===== src/rtl/sa_pkg.sv =====
// Shared constants and types for the 4x4 systolic array feeders.
package sa_pkg;

  localparam int SA_N      = 4;
  localparam int SA_ADDR_W = 6;
  localparam int SA_DATA_W = 16;

  localparam int DRAIN_CYCLES = SA_N - 1;
  // The capture register drains too, so the FSM waits one cycle beyond the skew depth.
  localparam int DRAIN_LEN    = DRAIN_CYCLES + 1;
  localparam int DRAIN_CNT_W  = $clog2(DRAIN_LEN);

  typedef enum logic [1:0] {
    IDLE,
    RUN,
    DRAIN,
    DONE
  } feeder_state_t;

endpackage


===== src/rtl/skew_delay_line.sv =====
// Registered data+valid shift register of DEPTH stages; DEPTH=0 is a wire.
module skew_delay_line #(
  parameter int DEPTH  = 0,
  parameter int DATA_W = 16
) (
  input  logic              clk,
  input  logic              rst,
  input  logic [DATA_W-1:0] in_data,
  input  logic              in_valid,
  output logic [DATA_W-1:0] out_data,
  output logic              out_valid
);

  generate
    if (DEPTH == 0) begin : g_pass
      // clk and rst have no load in the pass-through case.
      logic unused_clk_rst;
      assign unused_clk_rst = clk ^ rst;
      assign out_data  = in_data;
      assign out_valid = in_valid;
    end else begin : g_shift
      logic [DATA_W-1:0] data_q [DEPTH];
      logic [DEPTH-1:0]  valid_q;

      always_ff @(posedge clk) begin
        // NOTE: the data stages are reset along with valid so an aborted block
        // leaves only zeros behind and b_out stays 0 whenever valid is 0.
        if (rst) begin
          for (int k = 0; k < DEPTH; k++) data_q[k] <= '0;
          valid_q <= '0;
        end else begin
          data_q[0]  <= in_data;
          valid_q[0] <= in_valid;
          for (int k = 1; k < DEPTH; k++) begin
            data_q[k]  <= data_q[k-1];
            valid_q[k] <= valid_q[k-1];
          end
        end
      end

      assign out_data  = data_q[DEPTH-1];
      assign out_valid = valid_q[DEPTH-1];
    end
  endgenerate

endmodule


===== src/rtl/b_skew_feeder.sv =====
// Streams a K-row block of B from four memory read ports into the array's
// north edge, with column j delayed j cycles behind column 0.
module b_skew_feeder
  import sa_pkg::*;
#(
  parameter int N      = SA_N,
  parameter int ADDR_W = SA_ADDR_W,
  parameter int DATA_W = SA_DATA_W
) (
  input  logic              clk,
  input  logic              rst,
  input  logic              start,
  input  logic [ADDR_W-1:0] base_addr,
  input  logic [4:0]        k_rows,
  output logic              busy,
  output logic              done,
  output logic [ADDR_W-1:0] read_addr_0,
  output logic [ADDR_W-1:0] read_addr_1,
  output logic [ADDR_W-1:0] read_addr_2,
  output logic [ADDR_W-1:0] read_addr_3,
  input  logic [DATA_W-1:0] read_data_0,
  input  logic [DATA_W-1:0] read_data_1,
  input  logic [DATA_W-1:0] read_data_2,
  input  logic [DATA_W-1:0] read_data_3,
  output logic [DATA_W-1:0] b_out_0,
  output logic [DATA_W-1:0] b_out_1,
  output logic [DATA_W-1:0] b_out_2,
  output logic [DATA_W-1:0] b_out_3,
  output logic              b_valid_0,
  output logic              b_valid_1,
  output logic              b_valid_2,
  output logic              b_valid_3
);

  feeder_state_t          state;
  logic [4:0]             k_q;
  logic [4:0]             row_cnt;
  logic [DRAIN_CNT_W-1:0] drain_cnt;
  logic [ADDR_W-1:0]      addr_q    [N];
  logic [DATA_W-1:0]      rd_data   [N];
  logic [DATA_W-1:0]      cap_data  [N];
  logic [N-1:0]           cap_valid;
  logic [DATA_W-1:0]      skew_data [N];
  logic [N-1:0]           skew_valid;

  assign rd_data[0] = read_data_0;
  assign rd_data[1] = read_data_1;
  assign rd_data[2] = read_data_2;
  assign rd_data[3] = read_data_3;

  always_ff @(posedge clk) begin
    if (rst) begin
      state     <= IDLE;
      busy      <= 1'b0;
      done      <= 1'b0;
      k_q       <= '0;
      row_cnt   <= '0;
      drain_cnt <= '0;
      cap_valid <= '0;
      for (int j = 0; j < N; j++) begin
        addr_q[j]   <= '0;
        cap_data[j] <= '0;
      end
    end else begin
      // NOTE: all state here uses non-blocking assignments so every register
      // sees the pre-edge values regardless of statement order.
      done      <= 1'b0;
      cap_valid <= '0;
      for (int j = 0; j < N; j++) cap_data[j] <= '0;

      case (state)
        IDLE: begin
          if (start && (k_rows != 5'd0)) begin
            state   <= RUN;
            busy    <= 1'b1;
            k_q     <= k_rows;
            row_cnt <= '0;
            for (int j = 0; j < N; j++) addr_q[j] <= base_addr + ADDR_W'(j);
          end
        end
        RUN: begin
          for (int j = 0; j < N; j++) cap_data[j] <= rd_data[j];
          cap_valid <= '1;
          // Addresses stay on the last row once the block is exhausted.
          if (row_cnt == k_q - 5'd1) begin
            state     <= DRAIN;
            drain_cnt <= '0;
          end else begin
            row_cnt <= row_cnt + 5'd1;
            for (int j = 0; j < N; j++) addr_q[j] <= addr_q[j] + ADDR_W'(N);
          end
        end
        DRAIN: begin
          if (drain_cnt == DRAIN_CNT_W'(DRAIN_LEN - 1)) begin
            state <= DONE;
            done  <= 1'b1;
          end else begin
            drain_cnt <= drain_cnt + 1'b1;
          end
        end
        DONE: begin
          state <= IDLE;
          busy  <= 1'b0;
        end
        default: begin
          state <= IDLE;
          busy  <= 1'b0;
        end
      endcase
    end
  end

  generate
    for (genvar j = 0; j < N; j++) begin : g_col
      skew_delay_line #(
        .DEPTH (j),
        .DATA_W(DATA_W)
      ) u_skew (
        .clk      (clk),
        .rst      (rst),
        .in_data  (cap_data[j]),
        .in_valid (cap_valid[j]),
        .out_data (skew_data[j]),
        .out_valid(skew_valid[j])
      );
    end
  endgenerate

  assign read_addr_0 = addr_q[0];
  assign read_addr_1 = addr_q[1];
  assign read_addr_2 = addr_q[2];
  assign read_addr_3 = addr_q[3];

  assign b_out_0 = skew_data[0];
  assign b_out_1 = skew_data[1];
  assign b_out_2 = skew_data[2];
  assign b_out_3 = skew_data[3];

  assign b_valid_0 = skew_valid[0];
  assign b_valid_1 = skew_valid[1];
  assign b_valid_2 = skew_valid[2];
  assign b_valid_3 = skew_valid[3];

endmodule


===== config.mk =====
export PLATFORM = sky130hd
export DESIGN_NAME = b_skew_feeder
export DESIGN_NICKNAME = d
export VERILOG_FILES = /design/src/rtl/sa_pkg.sv /design/src/rtl/skew_delay_line.sv /design/src/rtl/b_skew_feeder.sv
export SDC_FILE = /design/constraint.sdc
export NUM_CORES = 1
export LEC_CHECK = 0
export CAP_MARGIN = 10
export CORE_MARGIN = 3
export CORE_UTILIZATION = 40
export CTS_CLUSTER_SIZE = 40
export DETAILED_ROUTE_END_ITERATION = 10
export PLACE_DENSITY = 0.64
export REMOVE_ABC_BUFFERS = 1
export SYNTH_ARGS = -nofsm -noshare
export SYNTH_HDL_FRONTEND = slang
export SYNTH_HIERARCHICAL = 1
export SYNTH_SLANG_ARGS = --single-unit

===== constraint.sdc =====
create_clock -name clk -period 2.7 [get_ports clk]
set_input_delay 0.27 -clock clk [delete_from_list [all_inputs] [get_ports clk]]
set_output_delay 0.27 -clock clk [all_outputs]
set_load 0.01 [all_outputs]

After elaboration in Yosys (flattened, before gate mapping)
Memories as Yosys holds them, arrays and structs flattened.
Index checks and enable logic that the tools add are counted.
{"block": "totals", "regBits": 26, "elab_cells": 121, "inputBits": 78, "mem_bits_rw": 184, "output_inout_bits": 94, "memories": 5}
{"memory": "cap_data", "depth": 4, "width": 16, "rd": 4, "rd_clocked_by_memory_dff": 0, "wr": 4, "line": "b_skew_feeder.sv:41", "text": "logic [DATA_W-1:0] cap_data [N];"}
{"memory": "g_col[3].u_skew.g_shift.data_q", "depth": 3, "width": 16, "rd": 3, "rd_clocked_by_memory_dff": 0, "wr": 3, "line": "skew_delay_line.sv:22", "text": "logic [DATA_W-1:0] data_q [DEPTH];"}
{"memory": "g_col[2].u_skew.g_shift.data_q", "depth": 2, "width": 16, "rd": 2, "rd_clocked_by_memory_dff": 0, "wr": 2, "line": "skew_delay_line.sv:22"}
{"memory": "addr_q", "depth": 4, "width": 6, "rd": 4, "rd_clocked_by_memory_dff": 0, "wr": 4, "line": "b_skew_feeder.sv:39", "text": "logic [ADDR_W-1:0] addr_q [N];"}
{"memory": "g_col[1].u_skew.g_shift.data_q", "depth": 1, "width": 16, "rd": 1, "rd_clocked_by_memory_dff": 0, "wr": 1, "line": "skew_delay_line.sv:22"}
{"block": "op_classes", "reduce_logical": 13, "n_mux": 51, "add_sub_neg": 10, "n_eq_ne": 10, "n_bitwise": 22}
{"op": "16-bit two-way mux", "n": 14}
{"op": "6-bit two-way mux", "n": 8}
{"op": "6-bit by 3-bit adder with 6-bit output (second input constant)", "n": 4}
{"op": "1-bit bitwise OR", "n": 21}
{"op": "1-bit two-way mux", "n": 17}
{"op": "16-bit OR reduction", "n": 1}
{"op": "6-bit by 2-bit adder with 6-bit output (second input constant)", "n": 2}
{"op": "2-bit two-way mux", "n": 5}
{"op": "5-bit two-way mux", "n": 2}
{"op": "2-bit inequality test (second input constant)", "n": 5}
{"op": "5-bit one-hot mux with 2 select lines", "n": 1}
{"op": "3-bit AND reduction", "n": 3}
{"op": "2-bit one-hot mux with 4 select lines", "n": 1}
{"op": "6-bit by 1-bit adder with 6-bit output (second input constant)", "n": 1}
{"op": "2-bit == test (second input constant)", "n": 3}
{"op": "2-bit nonzero test", "n": 3}
{"op": "5-bit by 1-bit adder with 5-bit output (second input constant)", "n": 1}
{"op": "5-bit == test", "n": 1}
{"op": "5-bit nonzero test", "n": 1}
{"op": "5-bit by 1-bit subtractor with 5-bit output (second input constant)", "n": 1}
{"op": "4-bit two-way mux", "n": 1}
{"op": "2-bit one-hot mux with 2 select lines", "n": 1}
{"op": "2-bit AND reduction", "n": 2}
{"op": "2-bit by 1-bit adder with 2-bit output (second input constant)", "n": 1}
{"op": "other kinds (6)", "n": 6}

Depth between registers and ports, before layout
{"block": "depth", "word_depth": 8, "ltp_mapped": 8, "depth_no_buf": 7}

Cells and area by module
The synthesis kept the hierarchy.
{"mod": "b_skew_feeder", "n_inst": 1, "area_per_inst_um2": 4456.8, "cells_each": 380}
{"mod": "skew_delay_line at g_col[3].u_skew", "n_inst": 1, "area_per_inst_um2": 1485.2, "cells_each": 123}
{"mod": "skew_delay_line at g_col[2].u_skew", "n_inst": 1, "area_per_inst_um2": 1057.3, "cells_each": 87}
{"mod": "skew_delay_line at g_col[1].u_skew", "n_inst": 1, "area_per_inst_um2": 475.5, "cells_each": 35}
{"mod": "skew_delay_line at g_col[0].u_skew", "n_inst": 1, "area_per_inst_um2": 127.6, "cells_each": 17}

Worst setup path before layout
OpenSTA, ideal clock, no wires.
{"block": "synth_path", "kind": "register -> register", "from": "register k_q[0]", "to": "memory addr_q[0][4] in the netlist's numbering (data pin)", "slack_ps": 640, "path_buffers": 1, "t_arrival_ps": 1803, "required_time_ps": 2443, "stages_incl_launch_ff": 9, "cell_sequence": "dfxtp_1 > inv_1 > ha_1 > xnor2_1 > a211oi_2 > o211ai_2 > and2_1 > buf_2 > a32o_1"}
{"item": "from (decl)", "line": "b_skew_feeder.sv:36", "text": "logic [4:0] k_q;"}
{"item": "from (signal assigned)", "line": "b_skew_feeder.sv:76", "text": "k_q <= k_rows;"}
{"item": "to (decl)", "line": "b_skew_feeder.sv:39"}

==> impl_results.md <==
* Flop pwr share at 45.8%
* Buffers & Inverters on Critical Path at 1
* Predominant post-synthesis flop cell: sky130_fd_sc_hd__dfxtp_1
* RD Place Congestion at 0.869
* Clock Tree Root: sky130_fd_sc_hd__clkbuf_16
* Power, Total at 8320 uW
* Number of hold-slack violations in the final timing report at 0
* Net load switching power at 2120 uW
* Leakage component of the power at ~0.004 uW
* Startpoint class of the critical path: flip-flop
* Clock tree from TritonCTS: done
* Die Span Y at 144 um
* Max Fanout on Critical Path at 11
* Placeable Area at 18300 um2
* Sequential area share after synthesis at 61.9%
* Number of vias in the routed layout at 4624
* Hold-fix buffers at CTS at 0
* Top-level port count at 172
* Critical path data arrival time at about 2.6 ns
* Fraction of synthesized cell area in xor and xnor cells at under 10%
* Slowest Stage Delay on Critical Path at approximately 0.36 ns
* DRC Markers at 0
* R2r setup slk at ~0.38 ns
* Vias/cell at 4.44
* Proportion of total power due to net switching at 25.4%
* Average cell area after synthesis at 11.8 um2
* Post-cts gate resize count at 0
* Outcome: completed
* Wirelength per Cell at between 10 and 15 um
* Post-layout util at 54.5%
* Mux share of post-synthesis cell area at 1.97%
* Gr ovfl total at 0
* Wire length of the first global-routing pass at about 23 mm
* Final max-slew violation count at 0
* Dominant combinational cell family by area after synthesis: simple AND/OR/NAND/NOR gates
* Final-layout setup total negative slack at 0 ns
* Max-capacitance violation count at 0
* DIE AREA at 20700 um2
* Ant diodes at 0
* Slew headroom at 63.7%
* Max Freq at 0.431 GHz
* EDFF count, synth at 56
* Total GRT Usage at 13.4%
* Int Pwr at slightly above 6000 uW
* Endpoints failing setup at 0
* First-pass iteration count of the detailed router at 5
* Number of sinks on the clock net at slightly above 200
* Number of synthesized register bits at just over 200
* Final critical-path share of the clock period at roughly 86%
* Later-pin clock latency in the skew report at 0.49 ns
* Layout overhead on the synthesized area at 31.4%
* Count of standard-cell rows at a little under 50
* Clock-pin slew on the worst setup and hold paths at about 0.060 ns
* Setup skew after layout at 0.00704 ns
* Number of buffers inserted by port buffering at 171
* Family with the most delay on the worst path: compound AO/OA/AOI/OAI gates
* Post-synthesis adder-cell area fraction at under 10%
* Standard cell with the maximum stage delay on the critical path: sky130_fd_sc_hd__dfxtp_1
* Number of global-route vias before repair at 4630
* Initial drt markers at about 150
* Post-synthesis cell type count at 46
* Initial antenna violation count at 0
* Effective utilization at floorplan at 41.5%
* Pin count of the biggest net entering global routing at 93
* Min-Delay Path Class: in -> reg
* Yosys Warn Count at 6
* Fraction of power consumed by combinational cells at 19.2%
* Floorplan die width at 144 um
* Placement-stage worst setup slack at between 0.3 and 0.4 ns
* Share of synthesized cell area in and, or, nand and nor gates at 19.9%
* Post-CTS setup buffer count at 0
* Post-route insts no fill at 1041
* Final wirelength at between 10 and 15 mm
* Cells along the critical path: inv_1, ha_1, nand2b_1, a31o_2, o211ai_2, nand2_1, a32o_1
* Netlist area before placement at 7600 um2
* Actual transition at the worst max-transition pin at 0.541 ns
* Post-DRT Antenna Nets at 0
* Cells after synthesis at 642
* RSZ-0062 raised after global routing: false
* H-tree depth at 1
* Total power density per cell area at 833 nW/um2
* Buffer depth of the longest clock path at 3
* Clk pwr share at roughly a third
* Placed insts at 1004
* Worst endpoint required time at 2.94 ns
* CP Class: reg -> reg
* Total Nets Final at 893
* Maximum vdd drop at 0.420 mV
* Min setup slack post-route at 0.381 ns
* Number of CTS-inserted buffers at 22
* Minimum clock period at about 2.3 ns
* Share of cells above drive strength 1 at 7.76%
* Area fraction in compound gates after synthesis at 3.46%
* Fraction of registers with async set/reset at 0%
* Sum of net half-perimeters after detailed placement at just under 10 mm
* Worst setup EP type: flip-flop
-- worst register-to-register path: stages, from the launching register on --
cell and delay, ns:
sky130_fd_sc_hd__dfxtp_1 0.36, sky130_fd_sc_hd__inv_1 0.08, sky130_fd_sc_hd__ha_1 0.24, sky130_fd_sc_hd__nand2b_1 0.17
sky130_fd_sc_hd__a31o_2 0.27, sky130_fd_sc_hd__o211ai_2 0.26, sky130_fd_sc_hd__nand2_1 0.34, sky130_fd_sc_hd__a32o_1 0.36
-- power by group through the flow --
stage | sequential (uW) | combinational [uW] | clock (uW)
final | 3810 | 1600 | 2910
after floorplan | 3930 | 737 | 0
after global routing | 3860 | 1770 | 3130
after global placement | 3870 | 1590 | 0
after CTS | 3820 | 1630 | 3010
after detailed placement | 3880 | 1620 | 0
-- Yosys cell counts (2+ instances only) --
library cell / instances / area [um2]
sky130_fd_sc_hd__buf_4: 49 / 368
sky130_fd_sc_hd__buf_2: 9 / 45.0
sky130_fd_sc_hd__or3_1: 5 / 31.3
sky130_fd_sc_hd__inv_1: 12 / 45.0
sky130_fd_sc_hd__nand2_1: 28 / 105
sky130_fd_sc_hd__a21oi_1: 8 / 40.0
sky130_fd_sc_hd__nand3b_1: 2 / 15.0
sky130_fd_sc_hd__nor2_1: 17 / 63.8
sky130_fd_sc_hd__xor2_1: 15 / 131
sky130_fd_sc_hd__mux2i_1: 15 / 150
sky130_fd_sc_hd__and2_1: 65 / 407
sky130_fd_sc_hd__xnor2_1: 9 / 78.8
sky130_fd_sc_hd__and2b_2: 11 / 96.3
sky130_fd_sc_hd__o31ai_2: 4 / 50.1
sky130_fd_sc_hd__clkbuf_1: 14 / 52.6
sky130_fd_sc_hd__o21ai_0: 6 / 30.0
sky130_fd_sc_hd__o22ai_1: 4 / 25.0
sky130_fd_sc_hd__nand2b_1: 11 / 68.8
sky130_fd_sc_hd__buf_6: 4 / 45.0
sky130_fd_sc_hd__nor2b_1: 92 / 576
sky130_fd_sc_hd__and3_1: 4 / 25.0
sky130_fd_sc_hd__nand3_1: 13 / 65.1
sky130_fd_sc_hd__dfxtp_1: 151 / 3020
sky130_fd_sc_hd__a22o_1: 2 / 17.5
sky130_fd_sc_hd__ha_1: 16 / 200
sky130_fd_sc_hd__edfxtp_1: 56 / 1680
-- layout by cell type, fill, tap and decap left out, types with 5 or more instances in the layout --
cell type / n
sky130_fd_sc_hd__or3_1: 5
sky130_fd_sc_hd__a21oi_1: 8
sky130_fd_sc_hd__nand3_1: 13
sky130_fd_sc_hd__conb_1: 32
sky130_fd_sc_hd__nand2_1: 28
sky130_fd_sc_hd__clkbuf_16: 24
sky130_fd_sc_hd__mux2i_1: 15
sky130_fd_sc_hd__o21ai_0: 6
sky130_fd_sc_hd__buf_4: 7
sky130_fd_sc_hd__xor2_1: 15
sky130_fd_sc_hd__clkdlybuf4s50_1: 170
sky130_fd_sc_hd__xnor2_1: 9
sky130_fd_sc_hd__nor2b_1: 92
sky130_fd_sc_hd__nand2b_1: 11
sky130_fd_sc_hd__nor2_1: 16
sky130_fd_sc_hd__and2_1: 65
sky130_fd_sc_hd__edfxtp_1: 56
sky130_fd_sc_hd__dfxtp_1: 151
sky130_fd_sc_hd__ha_1: 16
sky130_fd_sc_hd__and2b_2: 11
sky130_fd_sc_hd__inv_1: 12
-- cell families (layout without fill, tap and decap cells) --
family | Yosys count | after routing
other | 1 | 32
AND/OR/NAND/NOR | 256 | 256
buffers and inverters | 88 | 227
AO/OA/AOI/OAI | 35 | 35
flip-flops | 207 | 207
XOR/XNOR | 24 | 24
multiplexers | 15 | 15
adder cells (fa/ha/maj) | 16 | 16
-- registers in the layout, summed over array words and instances (netlist names) --
name and cells:
addr_q 24, busy 1, cap_data 64, cap_valid 1, done 1, drain_cnt 2
g_col.u_skew/g_shift.data_q 96, g_col.u_skew/g_shift.valid_q 5, g_col.u_skew/out_valid 1, k_q 5, row_cnt 5, state 2
-- final timing paths --
path                                              from                               endpoint  cells past startpoint
setup reg to reg                                k_q[0]                           addr_q[0][4]                      7
hold reg to reg   g_col[3].u_skew/g_shift.data_q[0][7]  g_col[3].u_skew/g_shift.data_q[0][23]                      1
setup / recovery                                k_q[0]                           addr_q[0][4]                      7
hold / removal                                     rst  g_col[2].u_skew/g_shift.data_q[0][16]                      2
-- final cells by class --
class                      count  area, um2
tap                          229        287
clock inverter                 7       67.6
clock buffer                  30        643
inverter                      12       45.0
fill                        1586       8340
timing repair buffer         178       1770
multi-input combinational    378       2470
sequential                   207       4700
-- layer usage --
layer  wire length (um)  share of wire [%]  up-vias  GRT usage [%]
met2               7090                 50      125           23.3
met5                  0                  0        -              0
met4                407                2.9        0           4.71
met3                918                6.5       32           3.96
li1                   -                  -     2315              -
met1               5760                 41     2152           15.9
-- stage by stage --
stage / hold WS (ns) / area [um2]
6_report: 0.200 / 9990
5_1_grt: 0.195 / 9990
4_1_cts: 0.177 / 9990
3_5_place_dp: 0.420 / 9280
3_3_place_gp: 0.417 / 9280
2_1_floorplan: 0.342 / 7210
Power figures use the tool's default switching activity.
